File: src/rtl/wash_pkg.sv
// Shared configuration, state encoding and per-mode price/duration helpers for the wash controller.
// Mode i defaults: price = PRICE_BASE + i*PRICE_STEP, duration = DUR_BASE + i*DUR_STEP seconds.
package wash_pkg;
  localparam int NUM_MODES  = 4;
  localparam int PRICE_W    = 9;
  localparam int BAL_W      = 10;
  localparam int TIME_W     = 8;
  localparam int PRICE_BASE = 20;
  localparam int PRICE_STEP = 10;
  localparam int DUR_BASE   = 30;
  localparam int DUR_STEP   = 15;
  localparam int FINE_WAIT  = 60;
  localparam int FINE_RATE  = 1;
  localparam int MODE_W     = (NUM_MODES > 1) ? $clog2(NUM_MODES) : 1;

  typedef enum logic [1:0] {
    IDLE = 2'd0,
    RUN  = 2'd1,
    DONE = 2'd2
  } state_e;

  function automatic logic [PRICE_W-1:0] def_price(input int unsigned i);
    return PRICE_W'(PRICE_BASE + i * PRICE_STEP);
  endfunction

  function automatic logic [TIME_W-1:0] dur(input int unsigned i);
    return TIME_W'(DUR_BASE + i * DUR_STEP);
  endfunction

  // Out-of-range selections fall back to mode 0.
  function automatic logic [MODE_W-1:0] mode_idx(input logic [MODE_W-1:0] m);
    return (32'(m) < NUM_MODES) ? m : '0;
  endfunction

  function automatic logic [BAL_W-1:0] sat_add(input logic [BAL_W-1:0] a,
                                               input logic [PRICE_W-1:0] b);
    logic [BAL_W:0] s;
    s = {1'b0, a} + (BAL_W+1)'(b);
    return s[BAL_W] ? '1 : s[BAL_W-1:0];
  endfunction
endpackage

File: src/rtl/wash_countdown.sv
// Loadable seconds down-counter: clr beats load beats tick, holds at zero.
// last flags the tick that takes the count from 1 to 0.
module wash_countdown
  import wash_pkg::*;
#(
  parameter int W = TIME_W
) (
  input  logic         clk,
  input  logic         rst_n,
  input  logic         load,
  input  logic [W-1:0] load_val,
  input  logic         tick,
  input  logic         clr,
  output logic [W-1:0] cnt,
  output logic         last
);
  logic [W-1:0] cnt_q, cnt_d;

  always_comb begin
    cnt_d = cnt_q;
    if (clr)
      cnt_d = '0;
    else if (load)
      cnt_d = load_val;
    else if (tick && (cnt_q != '0))
      cnt_d = cnt_q - 1'b1;
  end

  always_ff @(posedge clk or negedge rst_n) begin
    if (!rst_n)
      cnt_q <= '0;
    else
      cnt_q <= cnt_d;
  end

  assign cnt  = cnt_q;
  assign last = tick && (cnt_q == W'(1));
endmodule

File: src/rtl/wash_cycle_ctrl.sv
// Wash-cycle sequencer and billing engine: mode pricing, saturating balance, countdown, cancel refunds.
// Overtime fines after DONE are built only when WASH_FINE_EN is defined.
module wash_cycle_ctrl
  import wash_pkg::*;
(
  input  logic               clk,
  input  logic               rst,
  input  logic               tick_1hz,
  input  logic [MODE_W-1:0]  mode_sel,
  input  logic               use_default,
  input  logic               price_wr,
  input  logic [PRICE_W-1:0] price_in,
  input  logic               coin_valid,
  input  logic [PRICE_W-1:0] coin_amt,
  input  logic               start,
  input  logic               cancel,
  input  logic               collect,
  output logic [1:0]         state,
  output logic [BAL_W-1:0]   balance,
  output logic [TIME_W-1:0]  remaining,
  output logic               insufficient,
  output logic               done,
  output logic [PRICE_W-1:0] fine_amt,
  output logic               is_fine
);
  state_e             state_q, state_d;
  logic [BAL_W-1:0]   bal_q, bal_d, bal_coin, fine_ded;
  logic               ins_q, ins_d, fine_block;
  logic [PRICE_W-1:0] tbl_q [NUM_MODES];
  logic [PRICE_W-1:0] tbl_d [NUM_MODES];
  logic [PRICE_W-1:0] lat_price_q, lat_price_d, sel_price, coin_eff, coin_net;
  logic [TIME_W-1:0]  lat_dur_q, lat_dur_d, rem_cnt;
  logic [MODE_W-1:0]  idx;
  logic               rem_load, rem_tick, rem_clr, rem_last;

  assign idx       = mode_idx(mode_sel);
  assign sel_price = use_default ? def_price(32'(idx)) : tbl_q[idx];
  assign coin_eff  = coin_valid ? coin_amt : '0;
  assign bal_coin  = sat_add(bal_q, coin_net);
  // cancel wins over a same-cycle tick, so the countdown never sees both.
  assign rem_tick  = (state_q == RUN) && tick_1hz && !cancel;
  assign rem_clr   = (state_q == RUN) && cancel;

  wash_countdown #(.W(TIME_W)) u_rem (
    .clk      (clk),
    .rst_n    (rst),
    .load     (rem_load),
    .load_val (dur(32'(idx))),
    .tick     (rem_tick),
    .clr      (rem_clr),
    .cnt      (rem_cnt),
    .last     (rem_last)
  );

`ifdef WASH_FINE_EN
  logic [PRICE_W-1:0] fine_q, fine_d, fine_pay;
  logic [PRICE_W:0]   fine_sum;
  logic [TIME_W-1:0]  ot_cnt;
  logic               ot_last_unused;

  // Coins settle an outstanding fine before they reach the balance.
  assign fine_pay   = (coin_eff < fine_q) ? coin_eff : fine_q;
  assign coin_net   = coin_eff - fine_pay;
  assign fine_block = (fine_q != '0);

  wash_countdown #(.W(TIME_W)) u_overtime (
    .clk      (clk),
    .rst_n    (rst),
    .load     (rem_last),
    .load_val (TIME_W'(FINE_WAIT)),
    .tick     (tick_1hz && (state_q == DONE)),
    .clr      (1'b0),
    .cnt      (ot_cnt),
    .last     (ot_last_unused)
  );

  always_comb begin
    fine_d   = fine_q - fine_pay;
    fine_sum = '0;
    fine_ded = '0;
    if (state_q == DONE) begin
      if (tick_1hz && (ot_cnt == '0)) begin
        fine_sum = {1'b0, fine_d} + (PRICE_W+1)'(FINE_RATE);
        fine_d   = fine_sum[PRICE_W] ? '1 : fine_sum[PRICE_W-1:0];
      end
      if (collect) begin
        fine_ded = (BAL_W'(fine_d) < bal_coin) ? BAL_W'(fine_d) : bal_coin;
        fine_d   = fine_d - PRICE_W'(fine_ded);
      end
    end
  end

  always_ff @(posedge clk or negedge rst) begin
    if (!rst)
      fine_q <= '0;
    else
      fine_q <= fine_d;
  end

  assign fine_amt = fine_q;
  assign is_fine  = (fine_q != '0);
`else
  assign coin_net   = coin_eff;
  assign fine_block = 1'b0;
  assign fine_ded   = '0;
  assign fine_amt   = '0;
  assign is_fine    = 1'b0;
`endif

  always_comb begin
    state_d     = state_q;
    bal_d       = bal_coin;
    ins_d       = 1'b0;
    tbl_d       = tbl_q;
    lat_price_d = lat_price_q;
    lat_dur_d   = lat_dur_q;
    rem_load    = 1'b0;
    case (state_q)
      IDLE: begin
        // Affordability is judged on the balance before this cycle's coin.
        if (start) begin
          if (!fine_block && (bal_q >= BAL_W'(sel_price))) begin
            bal_d       = bal_coin - BAL_W'(sel_price);
            lat_price_d = sel_price;
            lat_dur_d   = dur(32'(idx));
            rem_load    = 1'b1;
            state_d     = RUN;
          end else begin
            ins_d = 1'b1;
          end
        end
        if (price_wr)
          tbl_d[idx] = price_in;
      end
      RUN: begin
        if (cancel) begin
          state_d = IDLE;
          if (rem_cnt > (lat_dur_q >> 1))
            bal_d = sat_add(bal_coin, lat_price_q >> 1);
        end else if (rem_last) begin
          state_d = DONE;
        end
      end
      DONE: begin
        if (collect) begin
          state_d = IDLE;
          bal_d   = bal_coin - fine_ded;
        end
      end
      default: state_d = IDLE;
    endcase
  end

  always_ff @(posedge clk or negedge rst) begin
    if (!rst) begin
      state_q     <= IDLE;
      bal_q       <= '0;
      ins_q       <= 1'b0;
      lat_price_q <= '0;
      lat_dur_q   <= '0;
      for (int i = 0; i < NUM_MODES; i++)
        tbl_q[i] <= def_price(i);
    end else begin
      state_q     <= state_d;
      bal_q       <= bal_d;
      ins_q       <= ins_d;
      lat_price_q <= lat_price_d;
      lat_dur_q   <= lat_dur_d;
      tbl_q       <= tbl_d;
    end
  end

  assign state        = state_q;
  assign balance      = bal_q;
  assign remaining    = rem_cnt;
  assign insufficient = ins_q;
  assign done         = (state_q == DONE);
endmodule
File: config.mk
export PLATFORM = sky130hd
export DESIGN_NAME = wash_cycle_ctrl
export DESIGN_NICKNAME = d
export VERILOG_FILES = /design/src/rtl/wash_pkg.sv /design/src/rtl/wash_countdown.sv /design/src/rtl/wash_cycle_ctrl.sv
export SDC_FILE = /design/constraint.sdc
export NUM_CORES = 1
export LEC_CHECK = 0
export CORE_MARGIN = 10
export CORE_UTILIZATION = 60
export DETAILED_ROUTE_END_ITERATION = 16
export GPL_TIMING_DRIVEN = 0
export PLACE_DENSITY = 0.85
export RECOVER_POWER = 100
export SLEW_MARGIN = 5
export SYNTH_ARGS = -nofsm -noshare
export SYNTH_HDL_FRONTEND = slang
export SYNTH_HIERARCHICAL = 1
export SYNTH_SLANG_ARGS = --single-unit
File: constraint.sdc
create_clock -name clk -period 7.1 [get_ports clk]
set_input_delay 2.13 -clock clk [delete_from_list [all_inputs] [get_ports clk]]
set_output_delay 2.13 -clock clk [all_outputs]
set_load 0.02 [all_outputs]
After elaboration in Yosys (flattened, before gate mapping)

Index checks and enable logic that the tools add are counted.

Multiplexer cells: 30
Magnitude comparators: 4
Equal/unequal tests: 7
Bitwise operators: 1
Multipliers: 2
Reduce and logical (&&, ||, !) cells: 13
Add/subtract/negate cells: 6

Operators with widths:

| cell                                              | number |
|---|---|
| 2-to-1 mux 10 bit                                 | 6 |
| 2-to-1 mux 9 bit                                  | 5 |
| bitwise mux 36 bit                                | 1 |
| 2-to-1 mux 8 bit                                  | 3 |
| one-hot mux 10 bit (2 select lines)               | 1 |
| binary-select mux 9 bit (select 2 bit)            | 1 |
| demux 9 bit (select 2 bit)                        | 1 |
| adder 5 x 6 -> 7 bit (first input constant)       | 2 |
| adder 10 x 8 -> 11 bit                            | 1 |
| adder 10 x 9 -> 11 bit                            | 1 |
| >= comparator 10 x 9 -> 1 bit                     | 1 |
| 2-to-1 mux 2 bit                                  | 5 |
| subtractor 10 x 9 -> 10 bit                       | 1 |
| == test 8 x 1 -> 1 bit (second input constant)    | 1 |
| > comparator 8 x 7 -> 1 bit                       | 1 |
| nonzero test 8 bit                                | 1 |
| subtractor 8 x 1 -> 8 bit (second input constant) | 1 |
| logical AND 1 bit                                 | 6 |
| multiplier 2 x 4 -> 6 bit (second input constant) | 1 |
| 2-to-1 mux 1 bit                                  | 6 |
| inequality test 2 bit (second input constant)     | 3 |
| one-hot mux 2 bit (3 select lines)                | 1 |
| multiplier 2 x 3 -> 5 bit (second input constant) | 1 |
| AND reduction 4 bit                               | 1 |
| other kinds (11)                                  | 11 |

Register bits: 74
Logic and storage cells: 73

Logic depth before layout (Yosys ltp)

Gate-level depths: netlist of the first run.

Depth in word-level cells: 11
Depth in mapped cells: 20
Mapped depth without buffers: 20

Cells and area by module

The synthesis of the first run kept the hierarchy.

Modules (own cells, without submodules):

| module          | cells each | area each (sq um) | sequential area each (sq um) | times used |
|---|---|---|---|---|
| wash_cycle_ctrl | 473        | 4,682.0           | 1,590.3                      | 1 |
| wash_countdown  | 69         | 604.3             | 200.2                        | 1 |

Worst setup path after synthesis of the first run

No wires, ideal clock.

Kind: input port to flip-flop
From: input mode_sel[0]
To: register u_rem.cnt_q[1] (netlist: u_rem/cnt[1])
Setup slack: 1,215 ps
Stages on the path: 16
Data arrival time: 5,792 ps
Data required time: 7,006 ps
Setup time: 94 ps
Cell sequence: clkbuf_1 > clkbuf_1 > mux4_2 > nor2b_1 > ha_1 > nand2b_1 > a2111oi_0 > o311ai_0 > nand4_1 > inv_1 > buf_1 > clkbuf_1 > inv_1 > clkbuf_1 > o2111a_1 > a211oi_1

Longest elaborated chain between the ends: 11
Elaborated cells between the ends (all ways): 16
Classes of those cells: add/sub: 2; mul: 2; order compare: 1; mux: 9; bitwise: 1; reduce/logical: 1

RTL lines:

| what                                                                         | line                   | text |
|---|---|---|
| from (decl)                                                                  | wash_cycle_ctrl.sv:9   | `input logic [MODE_W-1:0] mode_sel,` |
| parallel branches: the longest is 4 deep, another holds adder 5 x 6 -> 7 bit | --                     |  |
| 2-to-1 mux 9 bit (*)                                                         | wash_cycle_ctrl.sv:37  | `assign sel_price = use_default ? def_price(32'(idx)) : tbl_q[idx];` |
| >= comparator 10 x 9 -> 1 bit (*)                                            | wash_cycle_ctrl.sv:122 | `if (!fine_block && (bal_q >= BAL_W'(sel_price))) begin` |
| 2-to-1 mux 1 bit (*)                                                         | wash_cycle_ctrl.sv:122 |  |
| 2-to-1 mux 1 bit (*)                                                         | wash_cycle_ctrl.sv:121 | `if (start) begin` |
| 2-to-1 mux 1 bit (*)                                                         | wash_cycle_ctrl.sv:118 | `case (state_q)` |
| net rem_load                                                                 | wash_cycle_ctrl.sv:34  | `logic rem_load, rem_tick, rem_clr, rem_last;` |
| 2-to-1 mux 8 bit                                                             | wash_countdown.sv:23   | `else if (load)` |
| 2-to-1 mux 8 bit                                                             | wash_countdown.sv:21   | `if (clr)` |
| to (signal assigned)                                                         | wash_countdown.sv:33   | `cnt_q <= cnt_d;` |
| to (decl)                                                                    | wash_countdown.sv:17   | `logic [W-1:0] cnt_q, cnt_d;` |

Mark *: on every way through the listed nets, which the timed path passes. The select of a mux whose other input is x is not followed.
A chain may end at the register's enable or synchronous reset.

Worst setup path in the final report of the first run

From: input coin_valid
To: register bal_q[1] (netlist: balance[1])

Longest elaborated chain between the ends: 8
Elaborated cells between the ends (all ways): 11
Classes of those cells: add/sub: 3; mux: 8

RTL lines:

| what                                    | line                   | text |
|---|---|---|
| from (decl)                             | wash_cycle_ctrl.sv:13  | `input logic coin_valid,` |
| 2-to-1 mux 9 bit (*)                    | wash_cycle_ctrl.sv:38  | `assign coin_eff = coin_valid ? coin_amt : '0;` |
| adder 10 x 9 -> 11 bit (*)              | wash_pkg.sv:38         | `s = {1'b0, a} + (BAL_W+1)'(b);` |
| 2-to-1 mux 10 bit (*)                   | wash_pkg.sv:39         | `return s[BAL_W] ? '1 : s[BAL_W-1:0];` |
| adder 10 x 8 -> 11 bit                  | wash_pkg.sv:38         |  |
| 2-to-1 mux 10 bit                       | wash_pkg.sv:39         |  |
| 2-to-1 mux 10 bit                       | wash_cycle_ctrl.sv:138 | `if (rem_cnt > (lat_dur_q >> 1))` |
| 2-to-1 mux 10 bit                       | wash_cycle_ctrl.sv:136 | `if (cancel) begin` |
| one-hot mux 10 bit (2 select lines) (*) | wash_cycle_ctrl.sv:118 |  |
| net bal_d[1]                            | wash_cycle_ctrl.sv:27  | `logic [BAL_W-1:0] bal_q, bal_d, bal_coin, fine_ded;` |
| to (signal assigned)                    | wash_cycle_ctrl.sv:165 | `bal_q <= bal_d;` |
| to (decl)                               | wash_cycle_ctrl.sv:27  |  |

Mark *: on every way through the listed nets, which the timed path passes. The rest lies on a longest branch.

==> results of run 1 <==
-- per-layer routing --
metal	up-vias	wire length (um)	global-route usage [%]
li1	2130	-	-
met1	2094	5510	25.3
met2	157	6540	34.6
met3	30	823	3.99
met4	0	418	10.2
met5	-	0	0
-- cell families (layout without fill, tap and decap cells) --
group           count (synthesis)  after routing  share of synthesized area, %
fa+ha+maj                      53             53                          13.0
other cells                     1             11                        0.0709
mux                            49             49                          11.6
simple gates                  147            147                          14.7
flops                          71             71                          33.9
buf+inv                        66            132                          5.44
compound gates                142            142                          19.2
xor+xnor                       13             13                          2.15
-- worst min-delay path: cells and delay by family, from the launching register on --
family | cells | cell delay (ps)
flops | 1 | 350
compound gates | 1 | 60
simple gates | 1 | 50
-- area by class of cell --
class | instances | share of cell area [%]
well taps | 108 | 2.19
plain buffers | 29 | 2.47
clock inverters | 7 | 1.30
flip-flops and latches | 71 | 29.0
repair buffers | 50 | 8.01
multi-input cells | 415 | 52.7
clock buffers | 9 | 2.01
inverters | 37 | 2.25
-- metrics by stage --
stage,TNS (ps),util (%),instances,cell area (um2)
final,0,71.4,726,6170
after CTS,0,71.4,726,6160
after global routing,0,71.4,726,6170
after detailed placement,-3190,69.0,710,5960
after global placement,-1740,69.0,710,5960
after floorplan,0,-,552,5320
-- synthesized netlist by cell type (7+ instances only) --
cell type and n:
o21ai_0 30, and2_1 8, nor2b_1 9, or3_1 7, a21o_1 9, nand2_1 27
buf_4 10, inv_1 37, a211oi_1 7, and3_1 7, dfstp_2 11, xnor2_1 11
nor2_1 31, mux2_2 37, ha_1 50, clkbuf_1 14, nand3_1 11, nand2b_1 9
a21oi_1 23, nor3_1 11, dfrtp_1 60
-- path summary, 6_finish.rpt --
check / endpoint / slack, ps / depth (start not counted)
worst min-delay path: lat_dur_q[1] / 490 / 2
worst max register to register: balance[1] / 2470 / 17
worst max-delay path: balance[1] / 330 / 19
min in group asynchronous: state[1] / 3030 / 1
worst min register to register: lat_dur_q[1] / 490 / 2
max in group asynchronous: lat_price_q[6] / 1970 / 1
-- where the power goes --
part	total [uW]	internal, uW	leakage [uW]	switching [uW]
registers	782	628	0.000843	154
logic	1950	868	0.00180	1080
clock network	342	167	0.000102	175
-- sequential cells by signal, indices dropped and copies added (netlist names) --
signal	count
lat_dur_q	6
state	2
insufficient	1
u_rem/cnt	8
tbl_q	36
lat_price_q	8
balance	10
-- timing repair --
item                       4_1_cts  5_1_grt
gates resized for setup          1       11
setup buffers                    0        0
setup endpoints to repair        3       15
==> summary.md, run 1 <==
| Metric | Value |
|---|---|
| Final WL | between 10 and 15 mm |
| Netlist Area Pre-Place | roughly 0.0053 mm2 |
| Synth area leader | dfrtp_1 |
| DR iter-0 viols | ~290 |
| CP peak stage delay | roughly 600 ps |
| Die Y | roughly 110 um |
| Final-layout fill cell count | 640 |
| Die X | approximately 110 um |
| Avg Cell Area, Syn | about 9.8 um2 |
| Critical-path cell list | clkdlybuf4s50_1, and2_0, ha_1, inv_1, fa_1, nor2b_2, o31ai_2, a211oi_1, o21ai_1, clkbuf_2, o21ai_0, ha_1, a21oi_1, o2111ai_1, a21o_1, a21oi_1, a21oi_2, or3_1, a221o_1 |
| Worst IR Drop VDD | 0.270 mV |
| GP Congestion | a little over 0.9 |
| Setup Skew | between 10 and 15 ps |
| Critical Path RT | between 7000 and 8000 ps |
| Final Critical Period | just under 7000 ps |
| Seq. cell area | between 0.0015 and 0.002 mm2 |
| Critical path fanouts, max | 10 |
| Dominant cells by area after synthesis | dfrtp_1 28%, ha_1 12%, mux2_2 7.9%, dfstp_2 5.5%, o21ai_0 2.8% |
| First-pass GRT wire length | about 22 mm |
| Ys Warns | 6 |
| Yosys cell types | 76 |
| Type of the most critical hold path | reg2reg |
| WL per Instance | ~18 um |
| Initial core utilization | 61.2% |
| Number of flops mapped to enable cells by yosys | 0 |
| Ys async rst share | 100% |
| Setup WS post-layout | approximately 330 ps |
| Yosys reg bits | a little over 70 |
| Initial antenna violation count | 0 |
| Area Growth Syn to Fin | 16.7% |
| Most frequent cells in the layout | 60 x dfrtp_1, 50 x ha_1, 37 x inv_1, 36 x mux2_2, 31 x nor2_1 |
| Final Hold Viols | 0 |
| Core ar. | about 0.0086 mm2 |
| Via count | roughly 4400 |
| Area taken by multi-input logic gates | approximately 0.0033 mm2 |
| Die ar. | about 0.013 mm2 |
| Inserted Clock Buffers | 9 |
| H-tree depth | 3 |
| Reg clk slew, reported paths | 90 ps |
| Crit path DAT | between 7000 and 8000 ps |
| Failing checks | max-capacitance violations, max-slew violations |
| Gr usage total | 20.8% |
| Slew @ Worst Pin | 3710 ps |
| Commonest non-fill, non-tap cell in the layout | dfrtp_1 |
| CP startpoint | coin_valid |
| CP top delay family | compound AO/OA/AOI/OAI gates |
| Reg-to-reg critical path startpoint | balance[0] |
| Tot Pwr | around 3100 uW |
| Vias per cell | 6.08 |
| DP Wirelength | a little over 10 mm |
| Hold buffer count at CTS | 0 |
| Layout cells sized above 1 | 16.7% |
| MaxCap Viol Count | 1 |
| Setup crit end kind | flip-flop |
| Max clock buf depth | 2 |
| Ant. Diodes | 0 |
| Worst setup SP type | input pin |
| Dominant register cell in the synthesized netlist | dfrtp_1 |
| Top Ports | 61 |
| Slowest CP cell | clkdlybuf4s50_1 |
| Vias in the first global route | about 4600 |
| Fin. max-slew vios | 72 |
| Max Clk Rate | 148 MHz |
| RSZ-0062 raised after global routing | false |
| Post-Place Setup Slack | -553 ps |
| Largest net degree at the start of global routing | 72 |
| CTS Root Cell | clkbuf_8 |
| Hold path start | lat_dur_q[1] |
| Final period utilization | a little over nine tenths |
| Bufs and invs on worst path | 3 |
| Final Setup Violations | 0 |
| Clock sinks | ~70 |
| Setup Crit Path Kind | in2reg |
| Run status | complete, but fails checks |
| Share of the synthesized area in the top cell type | between 20% and 30% |
| Mapped Cells | 542 |
| Global route overflow | 0 |
| Final nets | around 700 |
| Hold_ws | 495 ps |
| Drt drc | 0 |
| Power per cell area | ~500 mW/mm2 |
| Post-synthesis sequential area ratio | approximately 34% |
| Leakage | roughly 0.0027 uW |
| Worst-Skew Late Latency | 360 ps |
| CTS tree | built |
| Port bufs | 50 |
| First-pass iteration count of the detailed router | 4 |
| Slew HR | -147% |
| Rows | 34 |
| Final ANT Viol Nets | 0 |
Note: power is estimated with default switching activity, not from simulation.
==> inputs of run 2 (changes only) <==
==> constraint.sdc (replaced) <==
create_clock -name clk -period 8.2 [get_ports clk]
set_input_delay 2.46 -clock clk [delete_from_list [all_inputs] [get_ports clk]]
set_output_delay 2.46 -clock clk [all_outputs]
set_load 0.02 [all_outputs]
==> summary.md, run 2 (synthesized netlist as in run 1, its figures left out) <==
| Metric | Value |
|---|---|
| Run status | complete, but fails checks |
| Failing checks | max-capacitance violations, max-slew violations |
| Core ar. | 0.00864 mm2 (unchanged) |
| Post-Place Setup Slack | 217 ps (+770 ps) |
| Inserted Clock Buffers | 9 (unchanged) |
| Rows | 34 (unchanged) |
| Reg clk slew, reported paths | 90 ps (about the same) |
| TNS Setup | 0 ps (unchanged) |
| Slew @ Worst Pin | 3690 ps (-21.3 ps) |
| Layout cells sized above 1 | 15.4% (-1.3 points) |
| Final nets | 695 (unchanged) |
| Critical Path RT | 8450 ps (+1100 ps) |
| Drt drc | 0 (unchanged) |
| Max clock buf depth | 2 (unchanged) |
| Vias in the first global route | 4580 (-0.044%) |
| Final WL | 13.2 mm (-0.45%) |
| Final Setup Violations | 0 (unchanged) |
| Final Critical Period | roughly 7700 ps |
| Hold_ws | 499 ps (+4.19 ps) |
| Largest net degree at the start of global routing | 72 (unchanged) |
| Hold buffer count at CTS | 0 (unchanged) |
| Slew HR | -146% (+1.4 points) |
| Max Clk Rate | approximately 130 MHz |
| Flip-flop count of the largest register after layout | 36 (unchanged) |
| Die ar. | 0.0130 mm2 (unchanged) |
| Top Ports | 61 (unchanged) |
| Setup WS post-layout | 511 ps (+179 ps) |
| Vias per cell | 6.09 (+0.20%) |
| Most frequent cells in the layout | 60 x dfrtp_1, 50 x ha_1, 37 x inv_1, 36 x mux2_2, 31 x nor2_1 |
| Worst reg2reg setup slack | 3010 ps (+540 ps) |
| WL per Instance | 18.2 um (-0.45%) |
| Final Util | 71.2% (-0.25 points) |
| CTS tree | built |
| Port bufs | 50 (unchanged) |
| # Post-CTS Setup Buffers | 0 (unchanged) |
| Leakage | 0.00274 uW (-0.27%) |
| DP Wirelength | 10.1 mm (unchanged) |
| DR iter-0 viols | 341 (+19%) |
| Final ANT Viol Nets | 0 (unchanged) |
| CP peak stage delay | 640 ps (+40 ps) |
| Worst setup SP type | input pin |
| Final Hold Viols | 0 (unchanged) |
| GP Congestion | 0.922 (unchanged) |
| First-pass iteration count of the detailed router | 5 (+1) |
| Post-cts sizing count | 0 (-1) |
| Worst IR Drop VDD | 0.233 mV (-14%) |
| RSZ-0062 raised after global routing | false |
| Power per cell area | 431 mW/mm2 (-14%) |
| Finished Cell Area | 0.00615 mm2 (-0.34%) |
| Critical-path cell list | dlygate4sd3_1, and2_0, ha_1, inv_1, fa_1, nor2b_1, o31ai_1, a211oi_1, o21ai_0, clkbuf_1, o21ai_0, ha_1, a21oi_1, o2111ai_1, a21o_1, a21oi_1, a21oi_1, or3_1, a221o_1 |
| Worst-Skew Late Latency | 360 ps (about the same) |
| CTS Root Cell | clkbuf_8 |
| Top reg by flops | tbl_q |
| H-tree depth | 3 (unchanged) |
| Global route overflow | 0 (unchanged) |
| Cell mode on critical path | a21oi_1 |
| Setup Crit Path Kind | in2reg |
| Initial core utilization | 61.2% (unchanged) |
| Die X | 114 um (unchanged) |
| Area Growth Syn to Fin | 16.3% |
| Final-layout fill cell count | 645 (+0.78%) |
| Gr usage total | 20.8% (about the same) |
| Setup Skew | 12.8 ps (+1.83 ps) |
| Commonest non-fill, non-tap cell in the layout | dfrtp_1 |
| Slowest CP cell | dlygate4sd3_1 |
| Clock sinks | 71 (unchanged) |
| Fin. max-slew vios | 72 (unchanged) |
| Initial antenna violation count | 0 (unchanged) |
| Type of the most critical hold path | reg2reg |
| Setup crit end kind | flip-flop |
| First-pass GRT wire length | 22.4 mm (about the same) |
| Via count | 4420 (+0.20%) |
| Final period utilization | 93.8% |
| Die Y | 114 um (unchanged) |
| Critical path fanouts, max | 10 (unchanged) |
| Crit path DAT | 7940 ps (+920 ps) |
| Ant. Diodes | 0 (unchanged) |
| Placed cell area | 0.00596 mm2 (unchanged) |
| MaxCap Viol Count | 1 (unchanged) |
-- run 2: cell count changes in the layout (fill, tap and decap cells not counted), sizes merged --
cell           previous run  this run
clkdlybuf4s50            25        24
dlygate4sd3              24        25
-- run 2: per-stage QoR --
| step | power, uW | cells |
|---|---|---|
| final | 2650 | 726 |
| after global routing | 2880 | 726 |
| after CTS | 2660 | 726 |
| after detailed placement | 2350 | 710 |
| after global placement | 2250 | 710 |
| after floorplan | 1890 | 552 |
-- run 2: layout make-up --
type                       instances  area (um2)  share of cell area, %
buffer                            29         148                   2.40
clock buffer                       9         124                   2.02
clock inverter                     7        80.1                   1.30
inverter                          37         139                   2.26
multi-input combinational        415        3240                   52.7
sequential                        71        1790                   29.1
tap                              108         135                   2.20
timing repair buffer              50         494                   8.04
-- run 2: routing by layer --
metal	vias up	share of wire, %	track usage (%)
met2	149	49	34.4
met1	2111	42	25.3
met5	-	0	0
met3	31	5.8	3.99
li1	2129	-	-
met4	0	3.4	10.6
-- run 2: critical path, delay by kind of cell --
family / cells / cell delay (ps)
AO/OA/AOI/OAI: 10 / 2880
adder cells (fa/ha/maj): 3 / 830
buffers and inverters: 3 / 1110
AND/OR/NAND/NOR: 3 / 650
-- run 2: path summary, 6_finish.rpt --
check | startpoint | end | cells after the start
min in group asynchronous | rst | state[1] | 1
setup / recovery | coin_valid | balance[1] | 19
setup reg to reg | balance[0] | balance[1] | 17
hold / removal | lat_dur_q[2] | lat_dur_q[2] | 2
hold reg to reg | lat_dur_q[2] | lat_dur_q[2] | 2
max in group asynchronous | rst | lat_price_q[6] | 1
-- run 2: report_power, final --
group          internal (uW)  total [uW]  switching, uW
sequential               544         677            133
combinational            747        1680            929
clock                    145         296            151
